[src/rtl/prog_clkdiv.sv]
// -----------------------------------------------------------------------------
// prog_clkdiv
// Multi-channel programmable integer clock divider. Every channel turns the
// fast clock into a divided clock-enable waveform of ratio D (2..2^DIV_W-1).
// It also produces a one-cycle tick in the first high cycle of each period.
// Ratio changes on a running channel are held in a shadow register and take
// effect only at the end of the current period, so no output glitches. A
// global sync request restarts every enabled channel in phase.
//
// Ports
//   clk        in   1       fast clock, all state changes on posedge
//   rst        in   1       synchronous active-high reset
//   cfg_valid  in   1       configuration write request
//   cfg_ready  out  1       write accepted when cfg_valid && cfg_ready
//   cfg_ch     in   CH_W    target channel (out-of-range writes are dropped)
//   cfg_div    in   DIV_W   requested ratio (0 and 1 are stored as 2)
//   cfg_en     in   1       1 = channel runs, 0 = channel stops
//   sync_req   in   1       restart all enabled channels in phase
//   clkout     out  NUM_CH  divided waveform per channel (registered)
//   tick       out  NUM_CH  first-high-cycle pulse per channel (registered)
//   pending    out  NUM_CH  channel holds an accepted, unapplied config
// -----------------------------------------------------------------------------
module prog_clkdiv #(
   parameter  int NUM_CH = 4,
   parameter  int DIV_W  = 8,
   localparam int CH_W   = (NUM_CH > 1) ? $clog2(NUM_CH) : 1
) (
   input  logic              clk,
   input  logic              rst,
   input  logic              cfg_valid,
   output logic              cfg_ready,
   input  logic [CH_W-1:0]   cfg_ch,
   input  logic [DIV_W-1:0]  cfg_div,
   input  logic              cfg_en,
   input  logic              sync_req,
   output logic [NUM_CH-1:0] clkout,
   output logic [NUM_CH-1:0] tick,
   output logic [NUM_CH-1:0] pending
);

   // Bit 1 of the encoding marks "shadow config waiting"; bit 0 marks "running".
   typedef enum logic [1:0] {
      ST_IDLE     = 2'b00,
      ST_RUN      = 2'b01,
      ST_RUN_PEND = 2'b11
   } ch_state_t;

   ch_state_t          r_state   [NUM_CH];
   logic [DIV_W-1:0]   r_cnt     [NUM_CH];
   logic [DIV_W-1:0]   r_div     [NUM_CH];
   logic [DIV_W-1:0]   r_sh_div  [NUM_CH];
   logic               r_sh_en   [NUM_CH];
   logic [NUM_CH-1:0]  r_clkout;
   logic [NUM_CH-1:0]  r_tick;

   ch_state_t          w_state_n  [NUM_CH];
   logic [DIV_W-1:0]   w_cnt_n    [NUM_CH];
   logic [DIV_W-1:0]   w_div_n    [NUM_CH];
   logic [DIV_W-1:0]   w_sh_div_n [NUM_CH];
   logic               w_sh_en_n  [NUM_CH];
   logic [DIV_W:0]     w_half     [NUM_CH];
   logic [NUM_CH-1:0]  w_wr;
   logic [NUM_CH-1:0]  w_wrap;
   logic [NUM_CH-1:0]  w_clkout_n;
   logic [NUM_CH-1:0]  w_tick_n;
   logic [DIV_W-1:0]   w_div_in;
   logic               w_ready;

   // Ratio clamp: anything below 2 would make a degenerate waveform.
   assign w_div_in = (cfg_div < DIV_W'(2)) ? DIV_W'(2) : cfg_div;

   // Handshake: only a channel with a waiting shadow config stalls the port;
   // writes addressed past the last channel are always accepted and dropped.
   always_comb begin
      w_ready = 1'b1;
      for (int i = 0; i < NUM_CH; i++) begin
         if (cfg_ch == CH_W'(i)) begin
            w_ready = (r_state[i] != ST_RUN_PEND);
         end else begin
            w_ready = w_ready;
         end
      end
   end

   assign cfg_ready = w_ready;

   // Per-channel next-state logic: sync has priority, then wrap/write, then counting.
   always_comb begin
      w_wr       = '0;
      w_wrap     = '0;
      w_clkout_n = '0;
      w_tick_n   = '0;
      for (int i = 0; i < NUM_CH; i++) begin
         w_state_n[i]  = r_state[i];
         w_cnt_n[i]    = r_cnt[i];
         w_div_n[i]    = r_div[i];
         w_sh_div_n[i] = r_sh_div[i];
         w_sh_en_n[i]  = r_sh_en[i];
         w_half[i]     = '0;

         w_wr[i]   = cfg_valid && (cfg_ch == CH_W'(i)) && (r_state[i] != ST_RUN_PEND);
         w_wrap[i] = (r_cnt[i] == (r_div[i] - DIV_W'(1)));

         if (sync_req) begin
            // A shadow config, or a write landing on this very edge, is folded in.
            case (r_state[i])
               ST_RUN_PEND: begin
                  w_div_n[i]   = r_sh_div[i];
                  w_state_n[i] = r_sh_en[i] ? ST_RUN : ST_IDLE;
               end
               ST_RUN: begin
                  if (w_wr[i]) begin
                     w_div_n[i]   = w_div_in;
                     w_state_n[i] = cfg_en ? ST_RUN : ST_IDLE;
                  end else begin
                     w_state_n[i] = ST_RUN;
                  end
               end
               ST_IDLE: begin
                  if (w_wr[i]) begin
                     w_div_n[i]   = w_div_in;
                     w_state_n[i] = cfg_en ? ST_RUN : ST_IDLE;
                  end else begin
                     w_state_n[i] = ST_IDLE;
                  end
               end
               default: begin
                  w_state_n[i] = ST_IDLE;
               end
            endcase
            w_cnt_n[i] = '0;
         end else begin
            case (r_state[i])
               ST_IDLE: begin
                  if (w_wr[i]) begin
                     w_div_n[i]   = w_div_in;
                     w_state_n[i] = cfg_en ? ST_RUN : ST_IDLE;
                     w_cnt_n[i]   = '0;
                  end else begin
                     w_state_n[i] = ST_IDLE;
                  end
               end
               ST_RUN: begin
                  w_cnt_n[i] = w_wrap[i] ? '0 : (r_cnt[i] + DIV_W'(1));
                  // A write on a wrap edge still waits for the next wrap.
                  if (w_wr[i]) begin
                     w_sh_div_n[i] = w_div_in;
                     w_sh_en_n[i]  = cfg_en;
                     w_state_n[i]  = ST_RUN_PEND;
                  end else begin
                     w_state_n[i]  = ST_RUN;
                  end
               end
               ST_RUN_PEND: begin
                  if (w_wrap[i]) begin
                     w_div_n[i]   = r_sh_div[i];
                     w_state_n[i] = r_sh_en[i] ? ST_RUN : ST_IDLE;
                     w_cnt_n[i]   = '0;
                  end else begin
                     w_cnt_n[i]   = r_cnt[i] + DIV_W'(1);
                  end
               end
               default: begin
                  w_state_n[i] = ST_IDLE;
                  w_cnt_n[i]   = '0;
               end
            endcase
         end

         // High phase length is ceil(D/2); one extra bit avoids overflow at D=2^DIV_W-1.
         w_half[i]     = ({1'b0, w_div_n[i]} + (DIV_W+1)'(1)) >> 1;
         w_clkout_n[i] = (w_state_n[i] != ST_IDLE) && ({1'b0, w_cnt_n[i]} < w_half[i]);
         w_tick_n[i]   = (w_state_n[i] != ST_IDLE) && (w_cnt_n[i] == DIV_W'(0));
      end
   end

   // State, counters, ratio/shadow registers and the registered outputs.
   always_ff @(posedge clk) begin
      if (rst) begin
         for (int i = 0; i < NUM_CH; i++) begin
            r_state[i]  <= ST_IDLE;
            r_cnt[i]    <= '0;
            r_div[i]    <= DIV_W'(2);
            r_sh_div[i] <= DIV_W'(2);
            r_sh_en[i]  <= 1'b0;
         end
         r_clkout <= '0;
         r_tick   <= '0;
      end else begin
         for (int i = 0; i < NUM_CH; i++) begin
            r_state[i]  <= w_state_n[i];
            r_cnt[i]    <= w_cnt_n[i];
            r_div[i]    <= w_div_n[i];
            r_sh_div[i] <= w_sh_div_n[i];
            r_sh_en[i]  <= w_sh_en_n[i];
         end
         r_clkout <= w_clkout_n;
         r_tick   <= w_tick_n;
      end
   end

   // Pending flag is the "shadow waiting" bit of each channel state.
   always_comb begin
      pending = '0;
      for (int i = 0; i < NUM_CH; i++) begin
         pending[i] = (r_state[i] == ST_RUN_PEND);
      end
   end

   assign clkout = r_clkout;
   assign tick   = r_tick;

endmodule

[config.mk]
export PLATFORM = sky130hd
export DESIGN_NAME = prog_clkdiv
export DESIGN_NICKNAME = d
export VERILOG_FILES = /design/src/rtl/prog_clkdiv.sv
export SDC_FILE = /design/constraint.sdc
export NUM_CORES = 1
export LEC_CHECK = 0
export CAP_MARGIN = 10
export CELL_PAD_IN_SITES_DETAIL_PLACEMENT = 2
export CELL_PAD_IN_SITES_GLOBAL_PLACEMENT = 2
export CORE_AREA = 2 2 171 173
export DETAILED_ROUTE_END_ITERATION = 6
export DIE_AREA = 0 0 173 175
export HOLD_SLACK_MARGIN = 0.08
export PLACE_DENSITY_LB_ADDON = 0.1
export SYNTH_ARGS = -nofsm -noshare
export SYNTH_HDL_FRONTEND = slang
export SYNTH_SLANG_ARGS = --single-unit
[constraint.sdc]
create_clock -name clk -period 4.25 [get_ports clk]
set_input_delay 0.85 -clock clk [delete_from_list [all_inputs] [get_ports clk]]
set_output_delay 0.85 -clock clk [all_outputs]
set_load 0.02 [all_outputs]
### After elaboration in Yosys (flattened, before gate mapping)

Memory sizes are Yosys's and may differ from the RTL's.
Index checks and enable logic that the tools add are counted.

* add/subtract/negate cells: 12
* order comparisons: 5
* equal/unequal tests: 19
* multiplexer cells: 121
* bitwise operators: 20
* reduce and logical (&&, ||, !) cells: 37

Operators with widths (count)
* 8-bit two-way mux: 49
* 8-bit case mux with 2 select lines: 12
* 8-bit by 1-bit adder with 9-bit output (second input constant): 4
* 1-bit two-way mux: 36
* 8-bit by 1-bit adder with 8-bit output (second input constant): 4
* 8-bit equality test: 4
* 8-bit logical NOT: 4
* 8-bit < comparator: 4
* 2-bit two-way mux: 16
* 8-bit by 1-bit subtractor with 8-bit output (second input constant): 4
* 2-bit case mux with 3 select lines: 4
* 1-bit bitwise OR: 20
* 1-bit logical AND: 16
* 2-bit OR reduction: 8
* 2-bit equality test (second input constant): 6
* 1-bit case mux with 3 select lines: 4
* 2-bit by 1-bit equality test with 1-bit output (second input constant): 5
* 2-bit logical NOT: 5
* 8-bit by 2-bit < comparator with 1-bit output (second input constant): 1
* 2-bit != test (second input constant): 4
* 2-bit nonzero test: 4

* register bits after elaboration: 8
* memory bits (writable): 108
* input port bits: 15
* output and inout bits: 13
* memories kept: 5

Memory list
* r_cnt: words 4, width 8, rd ports 4, clocked after Yosys merged registers in 0, write ports 4, line 49 `logic [DIV_W-1:0] r_cnt [NUM_CH];`
* r_div: words 4, width 8, rd ports 4, clocked after Yosys merged registers in 0, write ports 4, line 50 `logic [DIV_W-1:0] r_div [NUM_CH];`
* r_sh_div: words 4, width 8, rd ports 4, clocked after Yosys merged registers in 0, write ports 4, line 51 `logic [DIV_W-1:0] r_sh_div [NUM_CH];`
* r_state: words 4, width 2, rd ports 4, clocked after Yosys merged registers in 0, write ports 4, line 48 `ch_state_t r_state [NUM_CH];`
* r_sh_en: words 4, width 1, rd ports 4, clocked after Yosys merged registers in 0, write ports 4, line 52 `logic r_sh_en [NUM_CH];`

### Logic depth before layout (Yosys ltp)

Gate-level depths: netlist (run 1).

* word-level depth: 9
* depth in mapped cells: 22
* mapped depth without buffers: 20

### Worst setup path before layout (run 1)

OpenSTA, ideal clock, no wires.

* kind: input to register
* start: input cfg_ch[0]
* end: register r_clkout[2] (netlist: clkout[2])
* arrival: 4.280 ns
* required time: 4.192 ns
* slack: -0.088 ns
* cell stages on the path: 18
* path through: clkbuf_1 nor4bb_1 clkbuf_1 clkbuf_1 a32oi_1 o21ai_0 a21oi_1 a21oi_1 ha_1 inv_1 or3b_2 nor3_1 xor2_1 ha_1 a21o_1 a21o_1 a21oi_1 o211a_1

RTL lines
* start, declared: line 32 `input logic [CH_W-1:0] cfg_ch,`
* end signal, assigned: line 197 `r_clkout <= w_clkout_n;`
* end, declared: line 53 `logic [NUM_CH-1:0] r_clkout;`

==> results of run 1 <==
==> registers in the layout (all words and copies together), names as in the netlist <==
name      flops
tick          4
r_state       8
r_cnt        32
r_sh_en       4
r_sh_div     32
r_div        32
clkout        4
==> stage by stage <==
step	utilization	instance area, µm²	hold WS, ps	setup TNS, ps
2_1_floorplan	-	9580	432	0
3_3_place_gp	0.394	11200	442	-1730
3_5_place_dp	0.394	11200	450	-2140
4_1_cts	0.418	11900	458	0
5_1_grt	0.436	12400	502	-199
6_report	0.436	12400	474	-19.6
==> power groups by stage <==
stage / combinational, W / clock, W / sequential, W
after floorplan: 0.000476 / 0 / 0.00117
after global placement: 0.000776 / 0 / 0.00118
after detailed placement: 0.000808 / 0 / 0.00118
after CTS: 0.000831 / 0.00153 / 0.00116
after global routing: 0.000999 / 0.00158 / 0.00117
final: 0.000917 / 0.00151 / 0.00116
==> per-layer routing <==
layer / part of all wire / vias up
li1: - / 4973
met4: 0.016 / 0
met1: 0.44 / 5419
met3: 0.017 / 48
met5: 0 / -
met2: 0.52 / 115
==> how the worst min path moves through the flow <==
| stage | startpoint | endpoint | slack (ps) |
|---|---|---|---|
| floorplan | r_sh_div[1][0] | r_sh_div[1][0] | 430 |
| global placement | r_sh_div[1][0] | r_sh_div[1][0] | 440 |
| detailed placement | r_sh_div[1][0] | r_sh_div[1][0] | 450 |
| CTS | r_sh_div[1][0] | r_sh_div[1][0] | 460 |
| global route | r_sh_div[1][5] | r_sh_div[1][5] | 500 |
| finish | r_sh_div[1][5] | r_sh_div[1][5] | 470 |
==> tightest hold or removal path, cell delays in order (launching register included) <==
cell,delay [ps]
dfxtp_1,320
nand2_1,60
a21oi_1,50
==> cells in the final DEF (no fill, tap or decap), drive strengths merged, types with 32 or more instances in the layout <==
cell,n
dfxtp,116
mux2i,42
a21oi,90
ha,56
nand3,44
xnor2,34
inv,66
nor2,152
nand2,117
o21ai,73
buf,182
nor3,32
==> kinds of logic (layout without fill, tap and decap cells) <==
family,Yosys count,count (layout)
compound gates,353,353
xor+xnor,59,59
fa+ha+maj,56,56
buf+inv,148,304
flops,116,116
mux,46,46
simple gates,513,513
==> layout make-up <==
cell class,instances,area [µm²],area share
Multi-Input combinational cell,1027,7090,0.572
Sequential cell,116,2330,0.188
Timing Repair Buffer,207,1660,0.134
Tap cell,384,480,0.0388
Clock buffer,19,453,0.0366
Inverter,65,244,0.0197
Clock inverter,13,133,0.0107
==> what timing repair did <==
item,in CTS,in global routing
pin swaps,4,35
setup endpoints to repair,4,4
gates cloned,0,1
hold buffers,0,0
setup buffers,1,22
gates resized for setup,24,82
==> run_results.csv, run 1 <==
group,metric,value,unit
sta,tightestPinTransition,773,ps
power_and_ir_drop,seqPwrFrac,0.324,
placed_design,place_ws,-606,ps
worst_hold_path,whs_path_depth,2,
synth,syn_inst,1291,
clock_network,htree_levels,4,
clock_network,cts_sinks,116,
grt,grt.total_usage,0.267,
power_and_ir_drop,swShare,0.330,
grt,grt_pass1_wl,64400,µm
sta,fmax,0.234,GHz
floorplanning,rows,62,
grt,antenna_found_initial,0,
sta,final_hold_viol_count,0,
finish,final_nets,1505,
sta,relSlewSlack,0.483,
sta,finalMaxSlewViolations,0,
synth,synthSimpleGateAreaFrac,0.267,
synth,async_flop_share,0,
critical_path,crit_cells,17,
critical_path,critPathCapture,"clkout[1]",
critical_path,ff2ff_setup_slack,0,ps
synth,ys_ff_latch,116,
routing,viasPerCell,5.76,
routing,wl,41400,µm
synth,synthTopCellsByArea,"dfxtp_1 24%, ha_1 7.3%, nor2_1 6.0%, a21oi_1 4.7%, nand2_1 4.6%",
synth,yosysMostFrequentCell,"nor2_1",
power_and_ir_drop,peakVddDrop,292,µV
synth,ys_types,82,
critical_path,start_kind,"primary input",
sta,clock_skew,11.8,ps
status,violations,"setup timing",
critical_path,path_cells,"dlygate4sd2_1, buf_4, or4_1, o21a_1, buf_4, o21ai_0, a211o_1, a2bb2oi_1, nand2_2, ha_2, buf_4, xnor2_1, ha_1, a21o_1, a211oi_2, a21oi_2, a2111oi_2",
synth,syn_nets,1362,
floorplanning,initial_core_util,0.337,
sta,setup_viol,1,
synth,yosys.area.top_type_share,0.243,
power_and_ir_drop,pwr_density_cell,290,nW/µm²
power_and_ir_drop,p_int,0.00241,W
synth,synth_adder_area_share,0.0733,
critical_path,reg2reg_from,"r_div[1][0]",
placed_design,io_buffer_count,27,
grt,grt_pass1_vias,11400,
sta,setup_slack,-19.6,ps
finish,nFillCells,3262,
routing,ant_nets,0,
floorplanning,die_x,173,µm
synth,synth_xor_area_frac,0.0541,
critical_path,reg2reg_to,"clkout[1]",
routing,route.vias.total,10600,
critical_path,worstPathArrival,4600,ps
clock_network,root_buffer,"clkbuf_16",
floorplanning,coreArea,28400,µm²
synth,yosys_warnings,0,
synth,synth.largest_area_cell,"dfxtp_1",
grt,global_route.usage.met3,0.0315,
placed_design,placedCellCount,1775,
synth,synth_top_family_by_area,"simple AND/OR/NAND/NOR gates",
finish,antennaDiodeCount,0,
placed_design,hpwl,29600,µm
clock_network,cts_buffer_depth,2,
synth,yosysSeqAreaShare,0.243,
critical_path,cp_top_family,"compound AO/OA/AOI/OAI gates",
finish,finalNonFillerCells,1831,
power_and_ir_drop,report.power.total,0.00359,W
critical_path,cp_num_buf_inv,4,
critical_path,reg2reg_depth,18,
placed_design,place.gp.congestion,0.815,
synth,syn_area,9560,µm²
power_and_ir_drop,p_switching,0.00118,W
critical_path,critical_path_class,"primary input to flip-flop",
synth,synth_edf_count,0,
synth,synth_compound_area_frac,0.254,
power_and_ir_drop,p_comb_frac,0.256,
flow_run,max_cap_violations,0,
critical_path,required,4580,ps
clock_network,numCtsBuffers,17,
grt,grt_max_degree,56,
routing,dr.first_iter.drc_count,536,
floorplanning,die_area,30300,µm²
critical_path,endpoint_kind,"flip-flop",
worst_hold_path,hold_path_class,"flip-flop to flip-flop",
routing,drt_first_pass_iters,5,
power_and_ir_drop,p_clk_frac,0.420,
clock_network,clk_latency,440,ps
grt,top_usage_layer,"met2",
finish,drive_gt1_frac,0.226,
critical_path,crit_fanout,6,
sta,rsz0062_at_grt,"true",
routing,route.detailed.drc,0,
power_and_ir_drop,p_leak,5.23,nW
grt,grtUsageMet2,0.500,
critical_path,cp_slowest_stage_delay,510,ps
finish,syn_to_final_growth,29.6,%
critical_path,startpoint,"cfg_div[5]",
clock_network,tritoncts,"built",
floorplanning,ios,28,
critical_path,cpMaxStageDelayCell,"or4_1",
synth,syn_area_per_cell,7.40,µm²
grt,grt_remaining_overflow,0,
clock_network,path_clk_slew,60,ps
critical_path,critical_path.most_common_cell,"buf_4",
floorplanning,dieHeight,175,µm
sta,fin_crit,4270,ps
grt,grtUsageMet1,0.324,
status,status,"finished, violations left",
synth,ys_top_cells_by_count,"152 x nor2_1, 117 x nand2_1, 116 x dfxtp_1, 90 x a21oi_1, 72 x o21ai_0",
routing,wl_per_cell,22.6,µm
sta,fin_crit_sh,1.00,
synth,yosys_most_used_dff,"dfxtp_1",
synth,synthMuxAreaShare,0.0499,
Note: power is estimated with default switching activity, not from simulation.
==> run 2, diff against run 1 <==
Settings changed: CORE_AREA 2 2 171 173 to 2 2 158 160, DIE_AREA 0 0 173 175 to 0 0 160 162.
Clock period 4.25 ns to 5 ns, I/O delays scaled along.
==> run 2 against run 1 <==
  * The flow now finishes without violations
  * Worst hold slack better by 6.3 ps
  * Register-to-register slack better by 150 ps
  * Routed wire length fell by 5.9%
  * Critical path type is now flip-flop to flip-flop
  * Non-clock buffer count down 110
  * Largest power group unchanged
  * Final cell count shrank 9.3%
  * Via count down 3.1%
  * Sequential share of layout area grew 2.2 points
  * Count of clock-buffer cells in the layout increased by 4
  * Sequential cell count did not move
==> run_results.csv, run 2 (synthesized netlist as in run 1, its figures left out) <==
group,metric,value,unit
finish,drive_gt1_frac,0.113,
placed_design,placedCellCount,1625,
clock_network,cts_buffer_depth,2,
routing,wl_per_cell,23.5,µm
power_and_ir_drop,report.power.total,0.00295,W
grt,grt.total_usage,0.303,
sta,clock_skew,10.6,ps
grt,grt_max_degree,72,
clock_network,root_buffer,"clkbuf_16",
status,status,"finished clean",
finish,final_util,0.459,
placed_design,placed_area,10400,µm²
routing,wl,39000,µm
critical_path,critical_path_class,"flip-flop to flip-flop",
floorplanning,die_x,160,µm
routing,route.vias.total,10200,
floorplanning,ios,28,
sta,setup_viol,0,
critical_path,worstPathArrival,5170,ps
critical_path,start_kind,"flip-flop",
placed_design,io_buffer_count,27,
routing,dr.first_iter.drc_count,592,
clock_network,tritoncts,"built",
grt,grt_pass1_wl,62700,µm
floorplanning,initial_core_util,0.397,
sta,fmax,0.206,GHz
routing,drt_first_pass_iters,5,
routing,ant_nets,0,
floorplanning,die_area,25900,µm²
finish,final_nets,1395,
finish,syn_to_final_growth,15.8,%
clock_network,clk_latency,440,ps
clock_network,htree_levels,4,
floorplanning,rows,57,
clock_network,numCtsBuffers,17,
finish,final_common_cell,"nor2_1",
finish,finalNonFillerCells,1661,
routing,route.detailed.drc,0,
finish,final_area,11100,µm²
clock_network,path_clk_slew,60,ps
grt,grt_remaining_overflow,0,
grt,antenna_found_initial,0,
finish,seqCellArea,2320,µm²
finish,layout_common_cells,"152 x nor2_1, 117 x nand2_1, 116 x dfxtp_1",
finish,nFillCells,2827,
placed_design,place.gp.congestion,0.845,
finish,top_regs,"r_cnt x32, r_div x32, r_sh_div x32",
finish,antennaDiodeCount,0,
sta,finalMaxSlewViolations,0,
floorplanning,dieHeight,162,µm
placed_design,hpwl,27500,µm
critical_path,required,5320,ps
clock_network,cts_sinks,116,
worst_hold_path,hold_path_class,"flip-flop to flip-flop",
finish,multi_input_area,6690,µm²
power_and_ir_drop,pwr_density_cell,267,nW/µm²
critical_path,endpoint_kind,"flip-flop",
sta,fin_crit,4850,ps
placed_design,place_ws,-80.6,ps
floorplanning,coreArea,24100,µm²
flow_run,max_cap_violations,0,
grt,grt_pass1_vias,11200,
sta,fin_crit_sh,0.971,
power_and_ir_drop,p_leak,4.55,nW
sta,setup_slack,145,ps
sta,final_hold_viol_count,0,
routing,viasPerCell,6.16,
sta,tightestPinTransition,1340,ps
power_and_ir_drop,peakVddDrop,219,µV
sta,relSlewSlack,0.100,
critical_path,crit_fanout,11,
## run 2: where the power goes
part           internal (W)  switching [W]  total, W  leakage (nW)
sequential         0.000950      0.0000449  0.000995         0.942
combinational      0.000241       0.000386  0.000627          3.31
clock              0.000833       0.000500   0.00133         0.299
## run 2: final timing paths
kind,endpoint,slack (ps),startpoint,cells past startpoint
setup / recovery,clkout[1],150,r_div[1][0],17
hold / removal,r_sh_en[1],480,r_sh_en[1],2
setup reg to reg,clkout[1],150,r_div[1][0],17
hold reg to reg,r_sh_en[1],480,r_sh_en[1],2
## run 2: final cells by class
type / instances / area share
timing repair buffer: 97 / 0.0712
clock inverter: 9 / 0.0113
multi-input combinational: 1027 / 0.605
tap: 324 / 0.0366
sequential: 116 / 0.210
clock buffer: 23 / 0.0441
inverter: 65 / 0.0220
## run 2: critical path: stages (launching register included)
cell       delay (ps)
dfxtp_1           330
inv_1             190
ha_1              220
or3b_1            410
or4_1             490
a22o_1            250
a211oi_4          330
buf_4             270
nand3_1           150
nand2_1           170
ha_1              210
nand2_1           100
or3_1             400
or3_1             410
ha_1              310
o2111ai_1         120
a21oi_1            70
a2111oi_1         290
## run 2: per-stage QoR
| stage | TNS [ps] | hold slack [ps] |
|---|---|---|
| 3_3_place_gp | 0 | 440 |
| 4_1_cts | 0 | 477 |
| 6_report | 0 | 480 |
| 2_1_floorplan | 0 | 432 |
| 5_1_grt | -38.2 | 503 |
| 3_5_place_dp | -191 | 459 |
## run 2: routing by layer
metal / global-route usage / share of wire / vias to the layer above
li1: - / - / 4758
met1: 0.377 / 0.44 / 5207
met2: 0.541 / 0.51 / 192
met3: 0.0340 / 0.030 / 67
met4: 0.113 / 0.022 / 0
met5: 0 / 0 / -
## run 2: timing repair
item                                    in CTS  in global routing
hold buffers                                 0                  0
endpoints found under the setup margin       0                  2
buffers inserted                             0                  4
resized for setup                            0                  3
==> run 3, diff against run 2 <==
Settings changed: CORE_AREA 2 2 158 160 to 2 2 171 173, DIE_AREA 0 0 160 162 to 0 0 173 175, MAX_ROUTING_LAYER from default to met4.
Clock period 5 ns to 4.44 ns, I/O delays scaled along.
==> run 3 against run 2 <==
  * Final cell count increased by 7.2%
  * Worst hold slack got worse by 5.2 ps
  * Count of clock-buffer cells in the layout decreased by 1
  * Non-clock buffer count increased by 59
  * Combinational power increased by 25%
  * Largest cell class unchanged
==> run_results.csv, run 3 (synthesized netlist as in run 1, its figures left out) <==
group,metric,value,unit
critical_path,start_kind,"flip-flop",
finish,drive_gt1_frac,0.176,
sta,fmax,0.232,GHz
worst_hold_path,hold_path_class,"flip-flop to flip-flop",
power_and_ir_drop,pwr_density_cell,295,nW/µm²
critical_path,required,4730,ps
critical_path,reg2reg_to,"clkout[1]",
routing,drt_first_pass_iters,5,
clock_network,root_buffer,"clkbuf_16",
grt,antenna_found_initial,0,
power_and_ir_drop,peakVddDrop,297,µV
sta,fin_crit_sh,0.970,
power_and_ir_drop,p_leak,4.92,nW
clock_network,cts_buffer_depth,2,
finish,antennaDiodeCount,0,
finish,final_area,11800,µm²
routing,dr.first_iter.drc_count,510,
grt,grt_pass1_vias,11000,
placed_design,place.gp.congestion,0.851,
critical_path,cpMaxStageDelayCell,"or4_1",
critical_path,critical_path_class,"flip-flop to flip-flop",
grt,grt.total_usage,0.268,
routing,route.detailed.drc,0,
flow_run,max_cap_violations,0,
routing,wl,39100,µm
finish,top_regs,"r_cnt x32, r_div x32, r_sh_div x32",
finish,syn_to_final_growth,23.9,%
sta,final_hold_viol_count,0,
sta,finalMaxSlewViolations,0,
critical_path,critPathCapture,"clkout[1]",
floorplanning,initial_core_util,0.337,
critical_path,cp_top_family,"simple AND/OR/NAND/NOR gates",
placed_design,hpwl,28700,µm
finish,final_common_cell,"nor2_1",
floorplanning,rows,62,
floorplanning,ios,28,
critical_path,ff2ff_setup_slack,130,ps
finish,nFillCells,3359,
grt,grt_max_degree,68,
floorplanning,dieHeight,175,µm
finish,layout_common_cells,"150 x nor2_1, 128 x buf_4, 116 x nand2_1, 116 x dfxtp_1, 89 x a21oi_1",
floorplanning,die_area,30300,µm²
critical_path,cp_slowest_stage_delay,480,ps
sta,fin_crit,4310,ps
routing,wl_per_cell,22.0,µm
worst_hold_path,whs_path_depth,2,
sta,relSlewSlack,0.414,
routing,ant_nets,0,
sta,setup_viol,0,
clock_network,cts_sinks,116,
critical_path,crit_cells,17,
clock_network,tritoncts,"built",
sta,tightestPinTransition,868,ps
critical_path,cp_num_buf_inv,2,
critical_path,reg2reg_from,"r_div[1][1]",
critical_path,path_cells,"inv_2, ha_2, or3b_4, or4_1, a22o_1, a211oi_4, buf_12, nor3b_4, a211o_1, ha_2, nand2_1, or3_4, or3_4, ha_4, o2111ai_1, a21oi_1, a2111oi_2",
clock_network,numCtsBuffers,17,
critical_path,crit_fanout,5,
critical_path,reg2reg_depth,17,
clock_network,path_clk_slew,60,ps
clock_network,htree_levels,4,
critical_path,startpoint,"r_div[1][1]",
clock_network,clk_latency,450,ps
critical_path,worstPathArrival,4590,ps
routing,route.vias.total,10200,
floorplanning,coreArea,28400,µm²
status,status,"finished clean",
floorplanning,die_x,173,µm
sta,whs,475,ps
clock_network,postCtsHoldBufs,0,
sta,clock_skew,11.5,ps
critical_path,endpoint_kind,"flip-flop",
placed_design,placed_area,10900,µm²
grt,grt_remaining_overflow,0,
finish,final_nets,1454,
placed_design,io_buffer_count,27,
grt,grt_pass1_wl,62600,µm
routing,viasPerCell,5.73,
## run 3: cell types whose count changed in the layout (fill, tap and decap cells not counted), sizes merged
| cell | previous run | this run |
|---|---|---|
| clkinvlp | 2 | 1 |
| dlygate4sd2 | 0 | 1 |
| buf | 72 | 131 |
| bufinv | 3 | 5 |
| clkdlybuf4s50 | 25 | 22 |
| dlymetal6s2s | 0 | 2 |
| clkbuf | 23 | 22 |
## run 3: metal layers
layer | global-route usage | vias to the layer above | routed length, µm | part of all wire
met2 | 0.470 | 109 | 19800 | 0.51
met1 | 0.325 | 5171 | 18000 | 0.46
met5 | - | - | 0 | 0
li1 | - | 4878 | - | -
met4 | 0.0713 | 0 | 579 | 0.015
met3 | 0.0344 | 42 | 709 | 0.018
## run 3: final cells by class
type / count / area, µm² / share of cell area
clock buffers: 22 / 464 / 0.0392
clock inverters: 10 / 178 / 0.0150
inverters: 65 / 244 / 0.0206
multi-input cells: 1027 / 6890 / 0.582
flip-flops and latches: 116 / 2320 / 0.196
well taps: 384 / 480 / 0.0406
repair buffers: 156 / 1260 / 0.106
## run 3: worst min-delay path by stage
| stage | start | endpoint | slack, ps |
|---|---|---|---|
| after global routing | r_sh_div[1][0] | r_sh_div[1][0] | 510 |
| after floorplan | r_sh_div[1][0] | r_sh_div[1][0] | 430 |
| final | r_sh_div[1][0] | r_sh_div[1][0] | 470 |
| after detailed placement | r_sh_div[1][0] | r_sh_div[1][0] | 460 |
| after global placement | r_sh_div[1][0] | r_sh_div[1][0] | 450 |
| after CTS | r_sh_div[1][0] | r_sh_div[1][0] | 470 |
## run 3: worst reg2reg max path, cell delays in order (launching register included)
cell       delay (ps)
dfxtp_1           310
inv_2             100
ha_2              190
or3b_4            370
or4_1             480
a22o_1            230
a211oi_4          210
buf_12            160
nor3b_4           170
a211o_1           170
ha_2              210
nand2_1            90
or3_4             390
or3_4             400
ha_4              280
o2111ai_1         130
a21oi_1           200
a2111oi_2          70
## run 3: where the power goes
part           total, W  switching, W  internal (W)  leakage, nW
logic          0.000786      0.000456      0.000331         3.66
clock network   0.00159      0.000568       0.00102        0.314
registers       0.00111     0.0000444       0.00107        0.942
total           0.00349       0.00107       0.00242         4.92
## run 3: repair_timing
item,4_1_cts,5_1_grt
pin swaps,1,8
resized for setup,4,44
buffers inserted,1,2
setup endpoints to repair,2,4
## run 3: through the flow
step | TNS, ps | setup slack (ps) | util | total power, W | cells
after floorplan | 0 | 63.8 | - | 0.00157 | 1291
after global placement | -1110 | -394 | 0.386 | 0.00185 | 1745
after detailed placement | -1540 | -535 | 0.386 | 0.00188 | 1745
after CTS | 0 | 29.4 | 0.409 | 0.00350 | 1778
after global routing | -49.3 | -49.3 | 0.417 | 0.00364 | 1780
final | 0 | 132 | 0.417 | 0.00349 | 1780
